==> config.mk <==
export PLATFORM = sky130hd
export DESIGN_NAME = spi_stream_dma_flat
export DESIGN_NICKNAME = d
export VERILOG_FILES = /design/src/rtl/spi_stream_dma_if.sv /design/src/rtl/spi_stream_dma.sv /design/src/flat_wrapper.sv
export SDC_FILE = /design/constraint.sdc
export NUM_CORES = 1
export LEC_CHECK = 0
export BUFFER_PORTS_ARGS = -buffer_cell sky130_fd_sc_hd__buf_2
export CORE_UTILIZATION = 45
export DETAILED_ROUTE_END_ITERATION = 10
export PLACE_DENSITY_LB_ADDON = 0.08
export SLEW_MARGIN = 5
export SYNTH_ARGS = -nofsm -noshare
export SYNTH_HDL_FRONTEND = slang
export SYNTH_SLANG_ARGS = --single-unit
export TNS_END_PERCENT = 10
==> constraint.sdc <==
create_clock -name clk -period 2.8 [get_ports clk]
set_input_delay 0.7 -clock clk [delete_from_list [all_inputs] [get_ports clk]]
set_output_delay 0.7 -clock clk [all_outputs]
set_load 0.02 [all_outputs]
==> src/rtl/spi_stream_dma_if.sv <==
// spi_stream_dma_if: RX stream sink plus AHB-Lite write-master signals for spi_stream_dma
interface spi_stream_dma_if #(parameter int W_ADDR = 32);
    logic              in_valid;
    logic              in_ready;
    logic [31:0]       in_data;
    logic [W_ADDR-1:0] ahblm_haddr;
    logic [1:0]        ahblm_htrans;
    logic              ahblm_hwrite;
    logic [2:0]        ahblm_hsize;
    logic [2:0]        ahblm_hburst;
    logic              ahblm_hready;
    logic              ahblm_hresp;
    logic [31:0]       ahblm_hwdata;
    modport master (
        input  in_valid, in_data, ahblm_hready, ahblm_hresp,
        output in_ready, ahblm_haddr, ahblm_htrans, ahblm_hwrite, ahblm_hsize, ahblm_hburst, ahblm_hwdata
    );
    modport slave (
        output in_valid, in_data, ahblm_hready, ahblm_hresp,
        input  in_ready, ahblm_haddr, ahblm_htrans, ahblm_hwrite, ahblm_hsize, ahblm_hburst, ahblm_hwdata
    );
endinterface

==> src/rtl/spi_stream_dma.sv <==
// spi_stream_dma: pops stream words and writes them to consecutive AHB-Lite word addresses
module spi_stream_dma #(
    parameter int W_ADDR  = 32,
    parameter int W_COUNT = 16
) (
    input  logic               clk,
    input  logic               rst_n,
    input  logic               cfg_start,
    input  logic               cfg_abort,
    input  logic [W_ADDR-1:0]  cfg_addr,
    input  logic [W_COUNT-1:0] cfg_count,
    output logic               busy,
    output logic               done,
    output logic               err,
    output logic [W_COUNT-1:0] remaining,
    spi_stream_dma_if.master   bus
);
    typedef enum logic [1:0] {IDLE, RUN, DRAIN} state_t;
    state_t state, state_nx;
    logic [W_ADDR-1:0] cur_addr, aph_addr;
    logic [31:0] aph_data, dph_data;
    logic aph_valid, dph_valid, zero_done;
    logic aph_acc, err_first, empty, pop;

    assign aph_acc   = aph_valid && bus.ahblm_hready;
    assign err_first = dph_valid && bus.ahblm_hresp && !bus.ahblm_hready;
    assign empty     = !aph_valid && !dph_valid;
    assign pop       = bus.in_ready && bus.in_valid;

    assign bus.ahblm_haddr  = aph_addr;
    assign bus.ahblm_hwdata = dph_data;
    assign bus.ahblm_hwrite = 1'b1;
    assign bus.ahblm_hsize  = 3'b010;
    assign bus.ahblm_hburst = 3'b000;

    always_ff @(posedge clk or negedge rst_n)
        if (!rst_n) state <= IDLE;
        else state <= state_nx;

    always_comb begin
        state_nx = state;
        case (state)
            IDLE:    if (cfg_start && cfg_count != '0) state_nx = RUN;
            RUN:     if (err_first || remaining == '0 || cfg_abort) state_nx = DRAIN;
            DRAIN:   if (empty) state_nx = IDLE;
            default: state_nx = IDLE;
        endcase
    end

    // An error response kills the pending NONSEQ in its first cycle, so htrans is gated here.
    always_comb begin
        busy             = state != IDLE;
        done             = zero_done || (state == DRAIN && empty);
        bus.in_ready     = state == RUN && remaining != '0 && !cfg_abort && !bus.ahblm_hresp &&
                           (!aph_valid || aph_acc);
        bus.ahblm_htrans = aph_valid && !err_first ? 2'b10 : 2'b00;
    end

    always_ff @(posedge clk or negedge rst_n) begin
        if (!rst_n) begin
            cur_addr  <= '0;
            remaining <= '0;
            err       <= 1'b0;
            zero_done <= 1'b0;
            aph_valid <= 1'b0;
            aph_addr  <= '0;
            aph_data  <= '0;
            dph_valid <= 1'b0;
            dph_data  <= '0;
        end else begin
            zero_done <= state == IDLE && cfg_start && cfg_count == '0;
            if (state == IDLE && cfg_start) begin
                cur_addr  <= {cfg_addr[W_ADDR-1:2], 2'b00};
                remaining <= cfg_count;
                err       <= 1'b0;
            end
            if (err_first) err <= 1'b1;
            if (pop) begin
                aph_addr  <= cur_addr;
                aph_data  <= bus.in_data;
                cur_addr  <= cur_addr + W_ADDR'(4);
                remaining <= remaining - W_COUNT'(1);
            end
            aph_valid <= !err_first && (pop || (aph_valid && !aph_acc));
            if (aph_acc) begin
                dph_valid <= 1'b1;
                dph_data  <= aph_data;
            end else if (bus.ahblm_hready) begin
                dph_valid <= 1'b0;
            end
        end
    end
endmodule
==> src/flat_wrapper.sv <==
// flat-port wrapper written by rule: the top's interface ports become plain ports
module spi_stream_dma_flat 
#(
    parameter int W_ADDR  = 32,
    parameter int W_COUNT = 16
)
  (clk, rst_n, cfg_start, cfg_abort, cfg_addr, cfg_count, busy, done, err, remaining, bus_in_valid, bus_in_data, bus_ahblm_hready, bus_ahblm_hresp, bus_in_ready, bus_ahblm_haddr, bus_ahblm_htrans, bus_ahblm_hwrite, bus_ahblm_hsize, bus_ahblm_hburst, bus_ahblm_hwdata);
  spi_stream_dma_if #(.W_ADDR(W_ADDR)) bus_i ();
  input  logic clk;
  input  logic rst_n;
  input  logic cfg_start;
  input  logic cfg_abort;
  input  logic [W_ADDR-1:0] cfg_addr;
  input  logic [W_COUNT-1:0] cfg_count;
  output logic busy;
  output logic done;
  output logic err;
  output logic [W_COUNT-1:0] remaining;
  input wire logic [$bits(bus_i.in_valid)-1:0] bus_in_valid;
  input wire logic [$bits(bus_i.in_data)-1:0] bus_in_data;
  input wire logic [$bits(bus_i.ahblm_hready)-1:0] bus_ahblm_hready;
  input wire logic [$bits(bus_i.ahblm_hresp)-1:0] bus_ahblm_hresp;
  output wire logic [$bits(bus_i.in_ready)-1:0] bus_in_ready;
  output wire logic [$bits(bus_i.ahblm_haddr)-1:0] bus_ahblm_haddr;
  output wire logic [$bits(bus_i.ahblm_htrans)-1:0] bus_ahblm_htrans;
  output wire logic [$bits(bus_i.ahblm_hwrite)-1:0] bus_ahblm_hwrite;
  output wire logic [$bits(bus_i.ahblm_hsize)-1:0] bus_ahblm_hsize;
  output wire logic [$bits(bus_i.ahblm_hburst)-1:0] bus_ahblm_hburst;
  output wire logic [$bits(bus_i.ahblm_hwdata)-1:0] bus_ahblm_hwdata;
  assign bus_i.in_valid = bus_in_valid;
  assign bus_i.in_data = bus_in_data;
  assign bus_i.ahblm_hready = bus_ahblm_hready;
  assign bus_i.ahblm_hresp = bus_ahblm_hresp;
  assign bus_in_ready = bus_i.in_ready;
  assign bus_ahblm_haddr = bus_i.ahblm_haddr;
  assign bus_ahblm_htrans = bus_i.ahblm_htrans;
  assign bus_ahblm_hwrite = bus_i.ahblm_hwrite;
  assign bus_ahblm_hsize = bus_i.ahblm_hsize;
  assign bus_ahblm_hburst = bus_i.ahblm_hburst;
  assign bus_ahblm_hwdata = bus_i.ahblm_hwdata;
  spi_stream_dma #(.W_ADDR(W_ADDR), .W_COUNT(W_COUNT)) u_core (.clk(clk), .rst_n(rst_n), .cfg_start(cfg_start), .cfg_abort(cfg_abort), .cfg_addr(cfg_addr), .cfg_count(cfg_count), .busy(busy), .done(done), .err(err), .remaining(remaining), .bus(bus_i));
endmodule
==> flow_summary.yaml, run 1 <==
route:
  drt_iter0_markers: 362
  vias_per_cell: 5.43
  dr.pass1.iters: 5
  route.final.wire_length_mm: 17.0
  average_wire_length_per_cell_after_detail_routing_um: 16.3
  detailroute.wirelength.met3_mm: 1.18
  drcViolationCount: 0
  total_number_of_vias: 5640
  dr.max_layer_used: "met4"
  antenna_left: 0
  route.met2.wl_mm: 7.91
  wl_met1_mm: 7.67
power:
  power.ir.vdd_worst_mv: 0.536
  total_power_uw: 8790
  static-leakage-power_uw: 0.00415
  power_density_nw_per_um2: 1070
layout:
  layout.cells.most_common_list: "230 x sky130_fd_sc_hd__nand2_1, 166 x sky130_fd_sc_hd__buf_2, 146 x sky130_fd_sc_hd__dfrtp_1"
  post_route_cells_drive_above_1_share_pct: 30.8
  mostFrequentLayoutCell: "sky130_fd_sc_hd__nand2_1"
  fillCellCount: 1234
  utilization_pct: 58.6
  layout-area-overhead-vs-synth_pct: 25.7
  final_net_count: 938
die:
  floorplan.die.width_um: 123
  die_h_um: 123
  floorplan.core_area_um2: 14000
  initial_utilization_pct: 46.6
  num_io_pins: 180
  rows: 43
  die_area_um2: 15000
timing:
  setup_viol: 0
  fmax_ghz: 0.376
  rsz0062_at_grt: "false"
  worst_clock_skew_ns: 0.0123
  hold_violations: 0
  slew_viol_final: 0
  totalNegativeSetupSlack_ns: 0
  whs_ns: 0.223
  finalCriticalPeriod_ns: 2.66
  fin_crit_share_pct: 95.0
setup_path:
  cp_data_required_time_ns: 2.10
  critical_path_class: "reg2out"
  nature_of_the_critical_path_startpoint: "flip-flop"
  crit_fanout: 7
  critPathArrivalTime_ns: 1.96
  worst_setup_path_end_kind: "output pin"
global_routing:
  first_global_vias: 5528
  remaining_global_route_overflow: 0
  antenna_violations_before_repair: 0
  grt_pass1_wl_mm: 27.5
  grt_max_degree: 58
  grt_usage_pct: 23.9
yosys:
  synth_seq_cells: 146
  synth.distinct_cells: 51
  postSynth.asyncResetShare_pct: 100
  post_synth_instance_area_um2: 6550
  synthFlopType: "sky130_fd_sc_hd__dfrtp_1"
  number_of_cells_produced_by_synthesis: 675
  synth-edff-count: 0
  synth_seq_area_share_pct: 55.8
  syn_avg_cell_area_um2: 9.70
  yosysWarningCount: 0
flow_run:
  max_cap_viol_count: 0
clock_tree:
  cts_hold_buffers: 0
  htree_num_levels: 4
  tritoncts: "built"
  tritoncts.num_buffers: 17
  clk_pin_slew_ns: 0.05
  clock_insertion_delay_worst_skew_ns: 0.42
  root_buffer_cell: "sky130_fd_sc_hd__clkbuf_16"
  cts.sink_count: 146
  ctsLongestPathBuffers: 2
placed_design:
  place_hpwl_mm: 11.7
  gp_routability_congestion: 0.845
  io_buffers: 167
min_path:
  hp-class: "in2async"
status:
  status: "finished, final reports clean"
-- worst max-delay path: stages, from the launching register on --
cell and delay [ns]:
sky130_fd_sc_hd__dfrtp_1 0.45, sky130_fd_sc_hd__nor3_2 0.31, sky130_fd_sc_hd__nand3_2 0.16, sky130_fd_sc_hd__nor4_2 0.26, sky130_fd_sc_hd__buf_4 0.18, sky130_fd_sc_hd__nor2_1 0.04, sky130_fd_sc_hd__buf_2 0.15
-- routing by layer --
layer  track usage (%)  vias up
met5                 0        -
met4              7.32        0
li1                  -     2681
met3              6.23       16
met2              37.7      199
met1              32.1     2744
-- timing repair --
item / in CTS / in global routing
cloned: 0 / 0
gates resized for setup: 2 / 3
buffers inserted: 0 / 1
pin swaps: 1 / 2
setup endpoints to repair: 1 / 1
-- sequential cells by signal (all words and copies together), names as in the netlist, 2 cells and up --
register,cells
u_core.aph_data,32
u_core.bus.ahblm_hwdata,32
u_core.bus.ahblm_haddr,30
u_core.cur_addr,30
u_core.remaining,16
u_core.state,2
-- path summary, 6_finish.rpt --
path	from	to	cells past startpoint	slack [ns]
min	rst_n	u_core.bus.ahblm_hwdata[3]	1	0.22
max reg2reg	u_core.remaining[0]	u_core.cur_addr[13]	7	0.38
max in group asynchronous	rst_n	u_core.bus.ahblm_haddr[27]	2	1.93
min in group clk	u_core.aph_data[0]	u_core.aph_data[0]	2	0.47
max	u_core.remaining[3]	bus_in_ready	6	0.14
min reg2reg	u_core.aph_data[0]	u_core.aph_data[0]	2	0.47
-- final cells by class --
type	count	area (µm²)	area share, %
Multi-Input combinational cell	484	2710	32.9
Inverter	8	30.0	0.365
Clock inverter	6	58.8	0.714
Clock buffer	22	474	5.76
Timing Repair Buffer	192	1080	13.1
Antenna cell	1	2.50	0.0304
Sequential cell	146	3650	44.4
Tap cell	180	225	2.74
-- metrics by stage --
stage	area, µm²	setup WS (ns)	cells
6_report	8230	0.139	1039
5_1_grt	8230	0.0239	1038
4_1_cts	8210	0.0277	1037
3_5_place_dp	7660	0.203	1009
3_3_place_gp	7660	0.264	1009
2_1_floorplan	6580	0.450	683
-- where the power goes --
group          leakage, µW  switching (µW)  total, µW  internal (µW)
Clock             0.000267             814       2080           1270
Combinational      0.00205            1790       2960           1170
Sequential         0.00183             750       3750           3000
Total              0.00415            3360       8790           5430
-- cells in the mapped netlist, types with 2 or more instances --
cell                       number  share of area, %
sky130_fd_sc_hd__a211o_1        3              0.40
sky130_fd_sc_hd__a211oi_1       3              0.34
sky130_fd_sc_hd__a21o_1         3              0.34
sky130_fd_sc_hd__a21oi_1       11              0.84
sky130_fd_sc_hd__a221o_1        6              0.92
sky130_fd_sc_hd__a22oi_1        2              0.23
sky130_fd_sc_hd__a311oi_1       2              0.27
sky130_fd_sc_hd__a31oi_1        2              0.19
sky130_fd_sc_hd__and2_1         3              0.29
sky130_fd_sc_hd__and3_1         5              0.48
sky130_fd_sc_hd__and4_1         4              0.53
sky130_fd_sc_hd__buf_1          2              0.11
sky130_fd_sc_hd__buf_2         11              0.84
sky130_fd_sc_hd__buf_4         12               1.4
sky130_fd_sc_hd__clkbuf_1      19               1.1
sky130_fd_sc_hd__conb_1         2              0.11
sky130_fd_sc_hd__dfrtp_1      146                56
sky130_fd_sc_hd__ha_1           2              0.38
sky130_fd_sc_hd__inv_1          8              0.46
sky130_fd_sc_hd__mux2_2        32               5.5
sky130_fd_sc_hd__nand2_1      231                13
sky130_fd_sc_hd__nand2b_1       3              0.29
sky130_fd_sc_hd__nand3_1       17               1.3
sky130_fd_sc_hd__nand4_1       15               1.4
sky130_fd_sc_hd__nor2_1        25               1.4
sky130_fd_sc_hd__nor3_1        11              0.84
sky130_fd_sc_hd__nor3b_1        2              0.23
sky130_fd_sc_hd__nor4_1         9              0.86
sky130_fd_sc_hd__o211ai_1      16               1.8
sky130_fd_sc_hd__o21ai_0       14               1.1
sky130_fd_sc_hd__o221ai_1       2              0.27
sky130_fd_sc_hd__o22ai_1        8              0.76
sky130_fd_sc_hd__o311ai_0      13               1.7
sky130_fd_sc_hd__o31ai_1        2              0.23
sky130_fd_sc_hd__o41ai_1        2              0.27
sky130_fd_sc_hd__or3_1          7              0.67
sky130_fd_sc_hd__or4_1          4              0.46
sky130_fd_sc_hd__xnor2_1        2              0.27
sky130_fd_sc_hd__xor2_1         2              0.27
-- cells by family after synthesis --
group	count (synthesis)	share of synthesized area, %
AO/OA/AOI/OAI	91	10.0
XOR/XNOR	4	0.535
adder cells (fa/ha/maj)	2	0.382
buffers and inverters	53	3.95
flip-flops	146	55.8
multiplexers	32	5.50
other	2	0.115
AND/OR/NAND/NOR	345	23.7
Note: power is estimated with default switching activity, not from simulation.
==> run 2: changes to the inputs <==
--- a/config.mk
+++ b/config.mk
@@ -13,4 +13,4 @@
 export SYNTH_ARGS = -nofsm -noshare
 export SYNTH_HDL_FRONTEND = slang
 export SYNTH_SLANG_ARGS = --single-unit
-export TNS_END_PERCENT = 10
+export TNS_END_PERCENT = 5
==> constraint.sdc (replaced) <==
create_clock -name clk -period 2.8 [get_ports clk]
set_input_delay 0.14 -clock clk [delete_from_list [all_inputs] [get_ports clk]]
set_output_delay 0.14 -clock clk [all_outputs]
set_load 0.02 [all_outputs]
==> run 2 against run 1 <==
Highest routed layer unchanged. Clock power is 14% higher. Sequential share of layout area down 3.3 points. Critical path type is now reg2reg. Sequential power barely moved. Setup slack improved by 0.10 ns. First-iteration DRC count shrank 1.1%.
==> flow_summary.yaml, run 2 (synthesis gave the netlist of run 1 again) <==
status:
  status: "finished, final reports clean"
die:
  num_io_pins: 180
  die_h_um: 123
  floorplan.core_area_um2: 14000
  rows: 43
  floorplan.die.width_um: 123
  initial_utilization_pct: 46.6
  die_area_um2: 15000
clock_tree:
  cts.sink_count: 146
  cts_resized: 0
  root_buffer_cell: "sky130_fd_sc_hd__clkbuf_16"
  clk_pin_slew_ns: 0.06
  clock_insertion_delay_worst_skew_ns: 0.42
  tritoncts.num_buffers: 17
  cts_hold_buffers: 67
  ctsLongestPathBuffers: 2
  htree_num_levels: 4
  tritoncts: "built"
  cts_setup_buffers: 0
global_routing:
  use_met2_pct: 40.3
  grt_max_degree: 59
  grt_usage_pct: 24.7
  remaining_global_route_overflow: 0
  antenna_violations_before_repair: 0
  grt_util_met1_pct: 31.7
  grt_pass1_wl_mm: 28.5
  grt_util_met3_pct: 5.39
  gr_busiest_metal: "met2"
  first_global_vias: 5805
setup_path:
  crit_path_frequent_cell: "sky130_fd_sc_hd__nand2_1"
  worst_setup_path_end_kind: "flip-flop"
  critPathTopFamily: "simple AND/OR/NAND/NOR gates"
  launch_instance_of_the_worst_register_to_register_path: "u_core.remaining[0]"
  cpPeakStageDelay_ns: 0.66
  cp_data_required_time_ns: 3.16
  critPathSlowestCell: "sky130_fd_sc_hd__nor2_4"
  critPathBufInv: 2
  critical_path_class: "reg2reg"
  setup.reg_to_reg.worst_slack_ns: 0.24
  critPathLaunch: "u_core.remaining[0]"
  timing.critical_path.cells: "inv_1, ha_1, nor4b_1, and4_1, nor2_4, buf_4, nand2_1, nand2_1"
  r2r-end: "u_core.aph_data[14]"
  nature_of_the_critical_path_startpoint: "flip-flop"
  timing.reg2reg.worst_path_depth: 8
  critPathArrivalTime_ns: 2.92
  crit_fanout: 31
min_path:
  timing.hold.worst_path_depth: 3
  hp-class: "in2reg"
  terminating_pin_of_the_worst_hold_path: "u_core.cur_addr[29]"
  holdCritStartpoint: "cfg_addr[29]"
power:
  total_power_uw: 9090
  static-leakage-power_uw: 0.00442
  power_density_nw_per_um2: 1020
  power.ir.vdd_worst_mv: 0.481
placed_design:
  io_buffers: 167
  dpl_worst_slack_ns: 0.231
  dpl.cell_count: 1007
  gp_routability_congestion: 0.845
  place_hpwl_mm: 11.8
timing:
  rsz0062_at_grt: "false"
  finalCriticalPeriod_ns: 2.56
  hold_violations: 0
  totalNegativeSetupSlack_ns: 0
  setup_viol: 0
  post-route-worst-setup-slack_ns: 0.241
  worst_slew_slack_as_a_fraction_of_its_limit_pct: 44.6
  slew_viol_final: 0
  fmax_ghz: 0.391
  timing_worst_slew_pin_value_ns: 0.830
  worst_clock_skew_ns: 0.00614
  fin_crit_share_pct: 91.4
route:
  drcViolationCount: 0
  route.final.wire_length_mm: 17.7
  vias_per_cell: 5.33
  antenna_left: 0
  average_wire_length_per_cell_after_detail_routing_um: 16.0
  drt_iter0_markers: 358
  dr.pass1.iters: 5
  total_number_of_vias: 5890
layout:
  layout-area-overhead-vs-synth_pct: 35.8
  fillCellCount: 1172
  diodes: 0
  post_layout_nonfiller_instances: 1106
  post_route_cells_drive_above_1_share_pct: 28.2
  final_net_count: 1002
  mostFrequentLayoutCell: "sky130_fd_sc_hd__nand2_1"
  layout.cells.most_common_list: "230 x sky130_fd_sc_hd__nand2_1, 166 x sky130_fd_sc_hd__buf_2, 146 x sky130_fd_sc_hd__dfrtp_1"
flow_run:
  max_cap_viol_count: 0
run 2: cell count changes in the layout (fill, tap and decap cells not counted), moves of 2 or more:
cell                            before  now
sky130_fd_sc_hd__buf_12              4    1
sky130_fd_sc_hd__dlygate4sd3_1       0   67
sky130_fd_sc_hd__bufinv_16           1    3
sky130_fd_sc_hd__nor4_1              7    9
sky130_fd_sc_hd__clkinvlp_4          0    3
run 2: worst max-delay path by stage:
stage,endpoint,slack [ns],depth (start not counted)
after floorplan,u_core.cur_addr[13],0.50,8
after global placement,u_core.aph_data[20],0.30,8
after detailed placement,u_core.aph_data[14],0.23,8
after CTS,u_core.aph_data[14],0.23,8
after global routing,u_core.aph_data[14],0.04,8
final,u_core.aph_data[14],0.24,8
run 2: cell type report:
cell class | instances | area (µm²) | area share (%)
Multi-Input combinational cell | 484 | 2680 | 30.1
Clock inverter | 9 | 128 | 1.44
Clock buffer | 23 | 488 | 5.49
Sequential cell | 146 | 3650 | 41.1
Inverter | 8 | 30.0 | 0.338
Tap cell | 180 | 225 | 2.53
Timing Repair Buffer | 256 | 1690 | 19.0
run 2: per-layer routing:
metal	part of all wire (%)	routed length (µm)	vias to the layer above
met1	44	7770	2826
met5	0	0	-
met4	2.2	384	0
met3	6.2	1100	30
li1	-	-	2824
met2	48	8450	210
run 2: power by group:
| part | switching, µW | leakage (µW) | internal, µW |
|---|---|---|---|
| combinational | 1780 | 0.00229 | 1190 |
| clock | 876 | 0.000295 | 1490 |
| sequential | 744 | 0.00183 | 3000 |
| total | 3400 | 0.00442 | 5680 |
run 2: tightest hold or removal path: stages:
cell and delay, ns:
sky130_fd_sc_hd__buf_2 0.10, sky130_fd_sc_hd__nor2_1 0.10, sky130_fd_sc_hd__nor3_1 0.05
run 2: through the flow:
| stage | instance area, µm² | util (%) | hold WS (ns) |
|---|---|---|---|
| detailed placement | 7600 | 54.2 | 0.155 |
| global route | 8890 | 63.3 | 0.0239 |
| finish | 8890 | 63.3 | 0.00891 |
| global placement | 7600 | 54.2 | 0.155 |
| floorplan | 6580 | - | -0.156 |
| CTS | 8890 | 63.3 | 0.00207 |
